**config.mk**
```make
export PLATFORM = sky130hd
export DESIGN_NAME = pipe_stage_skid
export DESIGN_NICKNAME = d
export VERILOG_FILES = /design/src/rtl/pipe_stage_skid.sv
export SDC_FILE = /design/constraint.sdc
export NUM_CORES = 1
export LEC_CHECK = 0
export BUFFER_PORTS_ARGS = -buffer_cell sky130_fd_sc_hd__buf_2
export CAP_MARGIN = 20
export CORE_UTILIZATION = 57
export CTS_CLUSTER_DIAMETER = 100
export DETAILED_ROUTE_END_ITERATION = 10
export GPL_ROUTABILITY_DRIVEN = 0
export MAX_ROUTING_LAYER = met4
export PLACE_DENSITY = 0.79
export SYNTH_ARGS = -nofsm -noshare
export SYNTH_HDL_FRONTEND = slang
export SYNTH_SLANG_ARGS = --single-unit
export TNS_END_PERCENT = 1
```
**constraint.sdc**
```tcl
create_clock -name clk -period 4.93 [get_ports clk]
set_input_delay 0.986 -clock clk [delete_from_list [all_inputs] [get_ports clk]]
set_output_delay 0.986 -clock clk [all_outputs]
set_load 0.02 [all_outputs]
```
**src/rtl/pipe_stage_skid.sv**
```systemverilog
// pipe_stage_skid: valid/ready pipeline register with a one-entry skid buffer and flush-to-bubble
module pipe_stage_skid #(
  parameter int unsigned       DATA_W     = 64,
  parameter logic [DATA_W-1:0] BUBBLE_VAL = {DATA_W{1'b0}}
) (
  input  logic              clk,
  input  logic              rst,
  input  logic              flush,
  input  logic              in_valid,
  input  logic [DATA_W-1:0] in_data,
  output logic              in_ready,
  output logic              out_valid,
  output logic [DATA_W-1:0] out_data,
  input  logic              out_ready,
  output logic [1:0]        occupancy
);
  typedef enum logic [1:0] {EMPTY = 2'd0, ONE = 2'd1, FULL = 2'd2} state_t;
  state_t            state_q, state_d;
  logic [DATA_W-1:0] main_q, main_d, skid_q, skid_d;
  logic              main_v_q, main_v_d, skid_v_q, skid_v_d, in_ready_q, in_ready_d;
  logic              accept, pop;
  assign accept    = in_valid && in_ready_q;
  assign pop       = main_v_q && out_ready;
  assign in_ready  = in_ready_q;
  assign out_valid = main_v_q;
  assign out_data  = main_q;
  assign occupancy = {1'b0, main_v_q} + {1'b0, skid_v_q};
  // next state: move payloads between input, main and skid; flush empties everything to the bubble
  always_comb begin
    state_d = state_q;
    main_d  = main_q;
    skid_d  = skid_q;
    case (state_q)
      EMPTY: begin
        main_d  = accept ? in_data : main_q;
        state_d = accept ? ONE : EMPTY;
      end
      ONE: begin
        main_d  = accept && pop ? in_data : pop ? BUBBLE_VAL : main_q;
        skid_d  = accept && !pop ? in_data : skid_q;
        state_d = accept && !pop ? FULL : pop && !accept ? EMPTY : ONE;
      end
      FULL: begin
        main_d  = pop ? skid_q : main_q;
        skid_d  = pop ? BUBBLE_VAL : skid_q;
        state_d = pop ? ONE : FULL;
      end
      default: state_d = EMPTY;
    endcase
    if (flush) begin
      state_d = EMPTY;
      main_d  = BUBBLE_VAL;
      skid_d  = BUBBLE_VAL;
    end
    main_v_d   = state_d != EMPTY;
    skid_v_d   = state_d == FULL;
    in_ready_d = state_d != FULL;
  end
  // state and payload registers; in_ready and valid bits come straight from flops
  always_ff @(posedge clk) begin
    if (rst) begin
      state_q    <= EMPTY;
      main_q     <= BUBBLE_VAL;
      skid_q     <= BUBBLE_VAL;
      main_v_q   <= 1'b0;
      skid_v_q   <= 1'b0;
      in_ready_q <= 1'b1;
    end else begin
      state_q    <= state_d;
      main_q     <= main_d;
      skid_q     <= skid_d;
      main_v_q   <= main_v_d;
      skid_v_q   <= skid_v_d;
      in_ready_q <= in_ready_d;
    end
  end
endmodule

```
==> impl_metrics.tcl <==
set metrics [dict create \
    outcome "completed" \
    relSlewSlack 0.2953 \
    dr.first_iter.drc_count 443 \
    syn_nets 821 \
    setup.worst_path.class "reg2reg" \
    pre_cts_slack_ns 1.932 \
    htree_levels 4 \
    initial_core_util 0.5920 \
    rows 37 \
    grt-ovfl-total 0 \
    p_leak_nw 3.101 \
    finalSetupViolCount 0 \
    postCtsSetupBuffers 0 \
    crit_path_max_fanout 37 \
    startpoint_type "flip-flop" \
    die_w_microns 106.0 \
    regArea_sq_um 2663 \
    nets 917 \
    drt-wirelength-per-cell_microns 15.14 \
    dp_hpwl_microns 9253 \
    grt_pass1_vias 5275 \
    io_pins 137 \
    cp.arrival_ns 3.33 \
    async_flop_share 0 \
    clock-root-buffer "clkbuf_8" \
    crit_required_ns 5.38 \
    fin_util 0.7166 \
    final-max-slew-violation-count 0 \
    fin_tns_setup_ns 0 \
    clock_latency_ns 0.52 \
    synth_top_area_frac 0.4318 \
    holdWs_ns 0.4995 \
    rsz0062_at_grt "no" \
    fin_ws_ns 2.049 \
    multi_input_area_sq_um 2962 \
    dr.pass1.iters 6 \
    postRouteAntennaNets 0 \
    fmaxAchievable_mhz 347.1 \
    p_per_area_nw_per_um2 381.7 \
    dominantRegCellSynth "dfxtp_1" \
    synth.largest_area_cell "dfxtp_1" \
    die_area_sq_um 11240 \
    clock_path_buffers 2 \
    grt_max_degree 129 \
    synth-seq-cells 133 \
    total_power_mw 2.849 \
    die_h_microns 106.0 \
    cts_hold_buffers 0 \
    drt_wl_total_microns 15010 \
    antennaDiodeCount 0 \
    postSynthCellCount 747 \
    yosysMostFrequentCell "dfxtp_1" \
    post_route_cells_drive_above_1_share 0.2804 \
    avgViaCountPerCell 5.870 \
    ys_warn_count 0 \
    ys_top_cells_by_area "dfxtp_1 43%, a211oi_2 11%, nor2_1 7.9%" \
    core_area_sq_um 10420 \
    synth_cell_type_count 30 \
    cap_violations 0 \
    yosys-top-cells-count "133 x dfxtp_1, 129 x nor2_1, 68 x nand3_1" \
    grt_pass1_wl_microns 24910 \
    period_minus_slack_ns 2.881 \
    cts_tree "yes" \
    max-vdd-ir-drop_uv 216.2 \
    synth_edf_count 0 \
    fillers 816 \
    vias 5823 \
    ys_seq_area_frac 0.4318 \
    hold_class "reg2reg" \
    cts_sinks 133 \
    crit_path_end_kind "flip-flop" \
    portBuffers 136 \
    grt_usage 0.2832 \
    antenna_found_initial 0 \
    post_cts_resized 0 \
    fin_skew_ns 0.008198 \
    hold_viol_final 0 \
    syn_area_sq_um 6166 \
    avgSynthCellArea_sq_um 8.254 \
    tightest_slew_ns 1.055 \
    fin_crit_sh 0.5844 \
    cts_buffers 17 \
    drc 0 \
    area_growth_pct 21.06 \
    clk_pin_slew_ns 0.06 \
]
-- per-layer routing --
| metal | GRT usage | vias to the layer above | share of wire | wire, microns |
|---|---|---|---|---|
| met5 | - | - | 0 | 0 |
| met4 | 0.09524 | 0 | 0.013 | 199 |
| met3 | 0.05641 | 21 | 0.059 | 888 |
| met2 | 0.4430 | 201 | 0.47 | 7044 |
| met1 | 0.3676 | 2804 | 0.46 | 6882 |
| li1 | - | 2797 | - | - |
-- cells by family (layout without fill, tap and decap cells) --
logic type	count (synthesis)	in the layout	synth area share
compound gates	264	264	0.3155
simple gates	208	208	0.1439
buf+inv	136	245	0.09720
flops	133	133	0.4318
fa+ha+maj	5	5	0.01015
xor+xnor	1	1	0.001421
-- critical path, stage by stage, from the launching register on --
cell	delay, ns
dfxtp_1	0.33
inv_1	0.12
ha_2	0.73
a21oi_1	0.17
a2bb2oi_4	0.72
buf_4	0.47
a22oi_1	0.12
nor2_1	0.11
-- cell type report --
class | instances | area share
flip-flops and latches | 133 | 0.3567
well taps | 136 | 0.02280
inverters | 67 | 0.03369
multi-input cells | 478 | 0.3967
clock buffers | 24 | 0.06705
clock inverters | 8 | 0.01911
repair buffers | 146 | 0.1039
-- power by group --
| group | internal, mW | total (mW) | switching, mW |
|---|---|---|---|
| Combinational | 0.122 | 0.362 | 0.241 |
| Clock | 0.901 | 1.36 | 0.455 |
| Sequential | 1.11 | 1.13 | 0.0198 |
-- cells in the final DEF (no fill, tap or decap) --
cell | netlist | routed
a211oi_2 | 56 | 56
clkbuf_8 | 0 | 7
or2_4 | 0 | 1
a221oi_4 | 0 | 1
clkinvlp_4 | 0 | 1
o21ai_0 | 64 | 64
and2_1 | 1 | 1
a22oi_1 | 64 | 64
clkinv_2 | 0 | 3
nor3_1 | 2 | 2
ha_4 | 0 | 1
a2bb2oi_4 | 0 | 1
and3_1 | 1 | 1
clkbuf_1 | 36 | 1
a21boi_0 | 1 | 1
buf_16 | 0 | 1
a31oi_1 | 1 | 1
ha_1 | 5 | 3
buf_4 | 6 | 9
bufinv_16 | 0 | 4
a21oi_1 | 66 | 66
a211oi_1 | 8 | 8
ha_2 | 0 | 1
inv_1 | 67 | 67
clkbuf_16 | 0 | 16
buf_2 | 17 | 136
or2_1 | 1 | 1
nand3_1 | 68 | 68
o21a_1 | 1 | 1
dfxtp_1 | 133 | 133
nand2_1 | 3 | 3
xnor2_1 | 1 | 1
nor3_4 | 0 | 1
a311oi_1 | 1 | 1
nor2_1 | 129 | 129
nor2_4 | 0 | 1
-- sequential cells by signal (all words and copies together), names as in the netlist --
name / count
skid_v_q: 1
out_valid: 1
out_data: 64
in_ready: 1
skid_q: 64
state_q: 2
-- metrics by stage --
stage          std cells  instance area, sq um
6_report             992                  7465
5_1_grt              992                  7465
2_1_floorplan        747                  6166
3_3_place_gp         959                  6794
4_1_cts              991                  7437
3_5_place_dp         959                  6794
-- path summary, 6_finish.rpt --
check / from / endpoint / slack [ns] / cells after the start
hold reg to reg: skid_q[63]$_SDFFE_PP0P_ / skid_q[63]$_SDFFE_PP0P_ / 0.50 / 2
hold / removal: skid_q[63]$_SDFFE_PP0P_ / skid_q[63]$_SDFFE_PP0P_ / 0.50 / 2
setup / recovery: state_q[0]$_SDFF_PP0_ / skid_q[11]$_SDFFE_PP0P_ / 2.05 / 7
setup reg to reg: state_q[0]$_SDFF_PP0_ / skid_q[11]$_SDFFE_PP0P_ / 2.05 / 7
Note: power is estimated with default switching activity, not from simulation.
